File: src/rtl/sd_block_streamer.sv
// Multi-sector SPI-mode SD front end: moves N consecutive 512-byte sectors between sd_controller and a word stream.
// Optional feature macro: SD_STREAM_CHECKSUM_EN adds a 16-bit running byte sum on the checksum output.
module sd_block_streamer #(
   parameter int unsigned WORD_W     = 8,
   parameter int unsigned FIFO_DEPTH = 16,
   parameter int unsigned CNT_W      = 16,
   parameter int unsigned BYTE_ADDR  = 0
) (
   input  logic              clk,
   input  logic              reset,
   input  logic              cmd_valid,
   output logic              cmd_ready,
   input  logic              cmd_write,
   input  logic [31:0]       cmd_lba,
   input  logic [CNT_W-1:0]  cmd_count,
   output logic [WORD_W-1:0] rd_data,
   output logic              rd_valid,
   input  logic              rd_ready,
   input  logic [WORD_W-1:0] wr_data,
   input  logic              wr_valid,
   output logic              wr_ready,
   output logic              busy,
   output logic              done,
   output logic              err_ovf,
   output logic              err_unf,
   output logic [CNT_W-1:0]  sectors_done,
   output logic [15:0]       checksum,
   input  logic              sd_ready,
   input  logic              sd_byte_available,
   input  logic              sd_ready_for_next_byte,
   input  logic [7:0]        sd_dout,
   output logic              sd_rd,
   output logic              sd_wr,
   output logic [31:0]       sd_addr,
   output logic [7:0]        sd_din
);

   localparam int unsigned NB     = WORD_W / 8;
   localparam int unsigned AW     = $clog2(FIFO_DEPTH);
   localparam logic [1:0]  LAST_B = 2'(NB - 1);
   localparam logic [2:0]  NB_M1  = 3'(NB - 1);

   typedef enum logic [2:0] {S_IDLE, S_WAIT, S_ISSUE, S_XFER, S_DRAIN, S_DONE} state_t;
   state_t state_q, state_d;

   logic              write_q;
   logic [31:0]       lba_q;
   logic [CNT_W-1:0]  remain_q, secs_q;
   logic [8:0]        bytecnt_q;
   logic              ev_prev_q;
   logic [WORD_W-1:0] pack_q, pack_d, hold_q, hold_d, head, push_data;
   logic [1:0]        pack_idx_q, pack_idx_d;
   logic [2:0]        hold_cnt_q, hold_cnt_d;
   logic [7:0]        din_q, din_d;
   logic              ovf_q, unf_q, ovf_set, unf_set;
   logic [WORD_W-1:0] mem [FIFO_DEPTH];
   logic [AW-1:0]     wp_q, rp_q;
   logic [AW:0]       cnt_q;
   logic              accept, ev_src, ev, last_ev, empty, full;
   logic              rd_push, rd_pop, wr_push, wr_pop, push, pop, ld;

   assign accept  = cmd_valid & (state_q == S_IDLE);
   assign ev_src  = write_q ? sd_ready_for_next_byte : sd_byte_available;
   assign ev      = (state_q == S_XFER) & ev_src & ~ev_prev_q;
   assign last_ev = ev & (bytecnt_q == 9'd511);
   assign empty   = (cnt_q == '0);
   assign full    = (cnt_q == (AW+1)'(FIFO_DEPTH));
   assign rd_pop  = ~write_q & ~empty & rd_ready;
   assign wr_push = wr_ready & wr_valid;
   assign push    = rd_push | wr_push;
   assign pop     = rd_pop | wr_pop;

   always_ff @(posedge clk) begin
      if (reset) state_q <= S_IDLE;
      else       state_q <= state_d;
   end

   always_comb begin
      state_d = state_q;
      case (state_q)
         S_IDLE:  if (accept) state_d = (cmd_count == '0) ? S_DONE : S_WAIT;
         S_WAIT:  if (sd_ready & (~write_q | ~empty)) state_d = S_ISSUE;
         S_ISSUE: if (~sd_ready) state_d = S_XFER;
         S_XFER:  if (last_ev) state_d = (remain_q == CNT_W'(1)) ? S_DRAIN : S_WAIT;
         S_DRAIN: if (write_q ? sd_ready : empty) state_d = S_DONE;
         S_DONE:  state_d = S_IDLE;
         default: state_d = S_IDLE;
      endcase
   end

   always_comb begin
      cmd_ready = (state_q == S_IDLE);
      busy      = (state_q != S_IDLE) & (state_q != S_DONE);
      done      = (state_q == S_DONE);
      sd_rd     = (state_q == S_ISSUE) & ~write_q;
      sd_wr     = (state_q == S_ISSUE) & write_q;
      wr_ready  = (state_q != S_IDLE) & write_q & ~full;
   end

   // Write bytes come from a one-word holding register; an empty buffer with a
   // same-cycle push is served straight from wr_data so the count stays put.
   always_comb begin
      ld         = write_q & (((state_q == S_WAIT) & (state_d == S_ISSUE)) | (ev & ~last_ev));
      hold_d     = hold_q;
      hold_cnt_d = hold_cnt_q;
      din_d      = din_q;
      wr_pop     = 1'b0;
      unf_set    = 1'b0;
      head       = empty ? wr_data : mem[rp_q];
      if (ld) begin
         if (hold_cnt_q != '0) begin
            din_d      = hold_q[7:0];
            hold_d     = hold_q >> 8;
            hold_cnt_d = hold_cnt_q - 3'd1;
         end else if (~empty | wr_push) begin
            wr_pop     = 1'b1;
            din_d      = head[7:0];
            hold_d     = head >> 8;
            hold_cnt_d = NB_M1;
         end else begin
            din_d   = 8'hFF;
            unf_set = 1'b1;
         end
      end
      pack_d     = pack_q;
      pack_idx_d = pack_idx_q;
      rd_push    = 1'b0;
      ovf_set    = 1'b0;
      if (ev & ~write_q) begin
         for (int unsigned b = 0; b < NB; b++)
            if (pack_idx_q == 2'(b)) pack_d[8*b +: 8] = sd_dout;
         if (pack_idx_q == LAST_B) begin
            pack_idx_d = '0;
            if (~full | rd_pop) rd_push = 1'b1;
            else                ovf_set = 1'b1;
         end else begin
            pack_idx_d = pack_idx_q + 2'd1;
         end
      end
      push_data = write_q ? wr_data : pack_d;
   end

   always_ff @(posedge clk) begin
      if (reset) begin
         write_q    <= 1'b0;
         lba_q      <= '0;
         remain_q   <= '0;
         secs_q     <= '0;
         bytecnt_q  <= '0;
         ev_prev_q  <= 1'b0;
         pack_q     <= '0;
         pack_idx_q <= '0;
         hold_q     <= '0;
         hold_cnt_q <= '0;
         din_q      <= 8'hFF;
         ovf_q      <= 1'b0;
         unf_q      <= 1'b0;
         wp_q       <= '0;
         rp_q       <= '0;
         cnt_q      <= '0;
      end else begin
         ev_prev_q <= ev_src;
         if (accept) begin
            write_q    <= cmd_write;
            lba_q      <= cmd_lba;
            remain_q   <= cmd_count;
            secs_q     <= '0;
            bytecnt_q  <= '0;
            pack_idx_q <= '0;
            hold_cnt_q <= '0;
            din_q      <= 8'hFF;
            ovf_q      <= 1'b0;
            unf_q      <= 1'b0;
         end else begin
            if (ev) bytecnt_q <= bytecnt_q + 9'd1;
            if (last_ev) begin
               secs_q   <= secs_q + CNT_W'(1);
               lba_q    <= lba_q + 32'd1;
               remain_q <= remain_q - CNT_W'(1);
            end
            pack_q     <= pack_d;
            pack_idx_q <= pack_idx_d;
            hold_q     <= hold_d;
            hold_cnt_q <= hold_cnt_d;
            din_q      <= din_d;
            ovf_q      <= ovf_q | ovf_set;
            unf_q      <= unf_q | unf_set;
         end
         if (push) wp_q <= wp_q + AW'(1);
         if (pop)  rp_q <= rp_q + AW'(1);
         cnt_q <= cnt_q + {{AW{1'b0}}, push} - {{AW{1'b0}}, pop};
      end
   end

   always_ff @(posedge clk) begin
      if (push & ~reset) mem[wp_q] <= push_data;
   end

`ifdef SD_STREAM_CHECKSUM_EN
   logic [15:0] csum_q;
   logic [7:0]  ev_byte;
   assign ev_byte = write_q ? din_q : sd_dout;
   always_ff @(posedge clk) begin
      if (reset | accept) csum_q <= '0;
      else if (ev)        csum_q <= csum_q + {8'h00, ev_byte};
   end
   assign checksum = csum_q;
`else
   assign checksum = '0;
`endif

   assign rd_valid     = ~write_q & ~empty;
   assign rd_data      = rd_valid ? mem[rp_q] : '0;
   assign err_ovf      = ovf_q;
   assign err_unf      = unf_q;
   assign sectors_done = secs_q;
   assign sd_din       = din_q;
   assign sd_addr      = (BYTE_ADDR != 0) ? {lba_q[22:0], 9'b0} : lba_q;

endmodule

File: config.mk
export PLATFORM = sky130hd
export DESIGN_NAME = sd_block_streamer
export DESIGN_NICKNAME = d
export VERILOG_FILES = /design/src/rtl/sd_block_streamer.sv
export SDC_FILE = /design/constraint.sdc
export NUM_CORES = 1
export LEC_CHECK = 0
export ABC_AREA = 1
export BUFFER_PORTS_ARGS = -buffer_cell sky130_fd_sc_hd__buf_2
export CAP_MARGIN = 20
export CELL_PAD_IN_SITES_DETAIL_PLACEMENT = 1
export CELL_PAD_IN_SITES_GLOBAL_PLACEMENT = 2
export CORE_ASPECT_RATIO = 2
export CORE_UTILIZATION = 37
export CTS_CLUSTER_SIZE = 24
export DETAILED_ROUTE_END_ITERATION = 10
export GPL_ROUTABILITY_DRIVEN = 0
export PLACE_DENSITY = 0.84
export SLEW_MARGIN = 40
export SYNTH_ARGS = -nofsm -noshare
export SYNTH_HDL_FRONTEND = slang
export SYNTH_SLANG_ARGS = --single-unit
File: constraint.sdc
create_clock -name clk -period 5.55 [get_ports clk]
set_clock_uncertainty 0.2 [all_clocks]
set_input_delay 0.555 -clock clk [delete_from_list [all_inputs] [get_ports clk]]
set_output_delay 0.555 -clock clk [all_outputs]
set_load 0.02 [all_outputs]
==> results of run 1 <==
[layout make-up]
class | instances | area share
sequential | 246 | 0.4296
multi-input combinational | 1088 | 0.3749
clock inverter | 16 | 0.01126
clock buffer | 28 | 0.04477
inverter | 165 | 0.04321
tap | 432 | 0.03741
timing repair buffer | 158 | 0.05888
[power breakdown]
part / switching (uW) / leakage [uW] / internal [uW]
Combinational: 1000 / 0.00317 / 411
Clock: 769 / 0.000393 / 943
Sequential: 100 / 0.00214 / 1990
Total: 1870 / 0.00570 / 3350
[critical path, stage by stage (launching register included)]
cell     delay [ps]
dfxtp_1         840
nand2_2         160
nand2_4         130
nand4_1         100
a21oi_2         550
nand2_1         380
nand2_1         150
ha_1            140
inv_1            40
ha_1            190
fa_1            410
nand2_1          80
a21oi_1          60
nor2_1          110
o21ai_0          90
a21oi_1         140
[cells in the mapped netlist (3+ instances only)]
cell	number	share of area
nand2_2	9	0.0045
buf_2	24	0.0096
o21ai_1	6	0.0024
nor4_1	5	0.0025
dfxtp_1	118	0.19
o211ai_1	15	0.0090
nand2_1	337	0.10
a211oi_1	8	0.0048
nor2_1	229	0.069
nand3_1	133	0.053
nor3_2	3	0.0024
inv_1	153	0.046
xnor2_1	12	0.0084
o21ai_2	5	0.0035
edfxtp_1	128	0.31
clkbuf_1	26	0.0078
a21oi_1	89	0.036
inv_2	10	0.0030
nand4_1	10	0.0050
nor3_1	31	0.012
xor2_1	17	0.012
ha_1	21	0.021
buf_4	22	0.013
buf_6	3	0.0027
nor2_4	3	0.0027
a31oi_1	10	0.0050
nand3b_1	16	0.0096
nand2_4	3	0.0027
o21ai_0	93	0.037
[registers in the layout (all words and copies together), names as in the netlist, named ones only]
name / count
state_q: 3
write_q: 1
sd_addr: 32
bytecnt_q: 9
rp_q: 4
err_unf: 1
sd_din: 8
pack_idx_q: 2
hold_cnt_q: 3
cnt_q: 5
err_ovf: 1
pack_q: 8
mem: 128
ev_prev_q: 1
remain_q: 16
wp_q: 4
sectors_done: 16
[cell families after synthesis]
kind of cell / synth area share
adder cells (fa/ha/maj): 0.02261
XOR/XNOR: 0.02031
other: 0.0002998
AO/OA/AOI/OAI: 0.1014
buffers and inverters: 0.08543
AND/OR/NAND/NOR: 0.2737
flip-flops: 0.4962
[stage by stage]
stage / std cells / util
finish: 2133 / 0.4372
global route: 2133 / 0.4372
CTS: 2133 / 0.4370
detailed placement: 2089 / 0.4125
global placement: 2087 / 0.4081
floorplan: 1577 / -
[layout by cell type (no fill, tap or decap), types with 3 or more instances in the layout]
master,instances
nand2_1,337
nor2_1,229
inv_1,153
buf_2,145
nand3_1,133
edfxtp_1,128
dfxtp_1,117
o21ai_0,93
a21oi_1,89
clkbuf_16,25
ha_1,21
nor3_1,18
xor2_1,17
nand3b_1,16
conb_1,16
o211ai_1,15
nor3_2,15
xnor2_1,12
buf_4,11
inv_2,10
nand4_1,10
a31oi_1,10
nand2_2,9
a211oi_1,8
nor4_1,5
o21ai_2,5
o21ai_4,5
clkinv_2,5
clkinv_4,5
nand2_4,3
nor2_4,3
clkinvlp_4,3
[per-layer routing]
layer | part of all wire | wire length, um
met1 | 0.32 | 13870
met2 | 0.58 | 25080
met3 | 0.032 | 1381
met4 | 0.069 | 2987
met5 | 0.00030 | 13
[worst min path at each step]
stage	startpoint	endpoint	slack, ps	cells past startpoint
after floorplan	bytecnt_q[1]	bytecnt_q[1]	250	2
after global placement	err_ovf	err_ovf	250	2
after detailed placement	err_ovf	err_ovf	260	2
after CTS	cmd_lba[1]	sd_addr[1]	80	3
after global routing	cmd_lba[1]	sd_addr[1]	110	3
final	cmd_lba[1]	sd_addr[1]	100	3
==> flow_summary.toml, run 1 <==
[clock_network]
cts_sinks = 246
post_cts_buffers = 0
htreeDepth = 1
path_clk_slew_ps = 70
clock_latency_ps = 540
clock_path_buffers = 3
numCtsBuffers = 24
cts_tree = "yes"
ctsHoldBuffers = 0
cts_resized = 0
cts-root-buf = "clkbuf_16"

[global_routing]
antenna_found_initial = 1
globalRouteMet3Util = 0.02392
use_met2 = 0.5297
gr-usage-met1 = 0.2222
grt_pass1_vias = 11877
grtUsageTotal = 0.2528
busiest_layer = "met2"
grt_max_degree = 70
grt-ovfl-total = 0
grt_pass1_wl_um = 66030

[critical_path]
worstSetupPathType = "reg2reg"
reg2reg_to = "cnt_q[4]"
critPathCapture = "cnt_q[4]"
crit_required_ps = 5810
startpoint_type = "register"
crit_path_end_kind = "register"
r2r-start = "write_q"
crit_start = "write_q"
path_max_fanout = 17
rrSetupSlack_ps = 1700
ff2ff_path_depth = 15
cp.arrival_ps = 4120

[sta]
setup_ws_ps = 1697
holdWs_ps = 103.9
clock.fmax_mhz = 259.5
finalSetupViolCount = 0
drv_slew = 0
rsz0062_at_grt = "false"
slew_headroom = 0.4692
tightest_slew_ps = 795.0
post-route-min-period_ps = 3853
finalSetupTns_ps = 0
fin_crit_sh = 0.6943
final_hold_viol_count = 0

[synth]
ys_types = 47
synth_seq_cells = 246
yosysWarnings = 0
async_flop_share = 0
synthCells = 1562
netlist_area_sq_um = 12510
syn_area_per_cell_sq_um = 8.007
synth-edff-count = 128
yosysSeqAreaShare = 0.4962
synth_flop_cell = "edfxtp_1"

[placement]
dp_slack_ps = 1720
hpwlAfterDp_um = 32690
port_buffers = 145
placed_cell_area_sq_um = 13630

[finish]
fill_cells = 4076
area_growth_pct = 15.53
seq_area_sq_um = 6207
design_area_sq_um = 14450
diodes = 0
multi_input_area_sq_um = 5416
nets = 1778
final_layout_size_suffix_gt1_frac = 0.1534

[route]
vias = 11035
antenna_left = 0
via_per_inst = 5.173
drc = 0
dr.pass1.iters = 4
wire_per_inst_um = 20.32
finalWirelength_um = 43340
first_iter_violations = 495

[outcome]
run_status = "finished clean"

[power_and_ir_drop]
total_power_uw = 5217
ir_drop_mv = 0.2237
power_density_nw_per_um2 = 361.1
p_leak_uw = 0.005701

[floorplan]
initial_utilization = 0.3784
core_area_sq_um = 33050
io_pins = 162
die_y_um = 262.0
die_area_sq_um = 34590
die_x_um = 132.0
rows = 94

[run]
cap_violations = 0

[hold_path]
hold_class = "in2reg"
No activity file was read; power rests on OpenSTA's default activity.
==> inputs of run 2 (changes only) <==
- CORE_UTILIZATION: 37 -> 31
- PLACE_DENSITY: 0.84 -> 0.75
- clock period: 5.55 -> 3.5 ns (I/O delays scaled with it)
==> run 2 against run 1 <==
  * Via count grew 3.0%
  * Critical path depth increased by 3
  * Hold slack got worse by 83 ps
  * First-iteration DRC count fell by 43%
  * Clock power rose by 47%
==> flow_summary.toml, run 2 (synthesis results as in run 1) <==
[power_and_ir_drop]
swShare = 0.3561
clkPwrFrac = 0.309
p_leak_uw = 0.006062
pwr-share-comb = 0.285
p_int_uw = 5237
p_seq_frac = 0.406
ir_drop_mv = 0.3670
switchingPower_uw = 2897
total_power_uw = 8133
power_density_nw_per_um2 = 535.7

[global_routing]
grtUsageTotal = 0.2188
busiest_layer = "met2"
gr-usage-met1 = 0.1909
grt_max_degree = 53
globalRouteMet3Util = 0.02846
use_met2 = 0.4417
antenna_found_initial = 3
grt_pass1_vias = 12224
grt-ovfl-total = 0
grt_pass1_wl_um = 67150

[route]
via_per_inst = 4.897
antenna_left = 0
first_iter_violations = 280
wire_per_inst_um = 19.12
finalWirelength_um = 44350
dr.pass1.iters = 6
vias = 11362
drc = 0

[finish]
utilization = 0.3838
design_area_sq_um = 15180
fill_cells = 4888
layout_commonest_cell = "nand2_1"
final_cell_mix = "nand2_1 (337), nor2_1 (229), inv_1 (153)"
largest_register_ffs = 128
area_growth_pct = 21.40
nets = 1871
largest-register = "mem"
final_layout_size_suffix_gt1_frac = 0.1544

[clock_network]
numCtsBuffers = 24
cts_sinks = 246
cts-root-buf = "clkbuf_16"
clock_path_buffers = 3
path_clk_slew_ps = 70
cts_tree = "yes"
clock_latency_ps = 540
htreeDepth = 1

[floorplan]
die_y_um = 286.1
rows = 103
core_area_sq_um = 39560
die_area_sq_um = 41200
io_pins = 162
initial_utilization = 0.3161
die_x_um = 144.0

[placement]
port_buffers = 145
placed_cell_area_sq_um = 13890
hpwlAfterDp_um = 33840

[critical_path]
crit_path_end_kind = "register"
startpoint_type = "register"
worstSetupPathType = "reg2reg"
cp.arrival_ps = 3440
crit_required_ps = 3780
path_max_fanout = 3

[sta]
drv_slew = 0
tightest_slew_ps = 885.8
finalSetupTns_ps = 0
finalSetupViolCount = 0
rsz0062_at_grt = "false"
post-route-min-period_ps = 3160
slew_headroom = 0.4040
fin_crit_sh = 0.9028
final_hold_viol_count = 0
clock.fmax_mhz = 316.5

[run]
cap_violations = 0

[outcome]
run_status = "finished clean"

[hold_path]
hold_class = "in2reg"
## run 2: metrics by stage
stage	instances	hold WS, ps	setup slack, ps
after floorplan	1577	248.2	504.6
after global placement	2220	247.5	252.5
after detailed placement	2220	258.1	225.8
after CTS	2319	7.103	228.0
after global routing	2320	39.80	76.58
final	2320	21.26	340.1
## run 2: worst max-delay path, cell delays in order (launching register included)
cell and delay, ps:
dfxtp_1 340, ha_1 200, nand3_1 100, nor4_2 180
ha_1 190, inv_1 100, nand4_1 120, a21oi_2 70
nand2_1 100, nand2_1 80, ha_1 280, inv_1 40
ha_1 200, fa_1 420, nand2_1 80, a21oi_1 60
nor2_1 120, o21ai_0 100, a21oi_1 140
## run 2: layout make-up
type / count / area, sq um / share of cell area
repair buffers: 251 / 1659 / 0.1093
flip-flops and latches: 246 / 6207 / 0.4088
well taps: 525 / 656.9 / 0.04326
clock inverters: 13 / 66.31 / 0.004368
diodes: 1 / 2.502 / 0.0001648
inverters: 165 / 624.3 / 0.04112
clock buffers: 31 / 668.1 / 0.04400
multi-input cells: 1088 / 5299 / 0.3490
## run 2: path summary, 6_finish.rpt
check	start	endpoint	slack, ps	cells past startpoint
setup / recovery	bytecnt_q[0]	cnt_q[4]	340	18
setup reg to reg	bytecnt_q[0]	cnt_q[4]	340	18
hold / removal	cmd_lba[18]	sd_addr[18]	20	5
hold reg to reg	err_ovf	err_ovf	270	2
## run 2: routing by layer
layer,part of all wire,wire [um],vias up
li1,-,-,5533
met1,0.32,14270,5429
met2,0.57,25220,265
met3,0.036,1602,131
met4,0.073,3233,4
met5,0.00050,22,-
## run 2: what timing repair did
item / 4_1_cts / 5_1_grt
buffers inserted: 0 / 0
setup endpoints to repair: 0 / 1
hold endpoints to repair: 54 / 0
gates resized for setup: 0 / 1
hold buffers: 55 / 0
## run 2: power by group through the flow
| stage | clock [uW] | combinational, uW | sequential, uW |
|---|---|---|---|
| global route | 2680 | 2580 | 3320 |
| floorplan | 0 | 1460 | 3350 |
| CTS | 2590 | 2370 | 3300 |
| global placement | 0 | 2270 | 3370 |
| detailed placement | 0 | 2310 | 3370 |
| finish | 2510 | 2320 | 3300 |
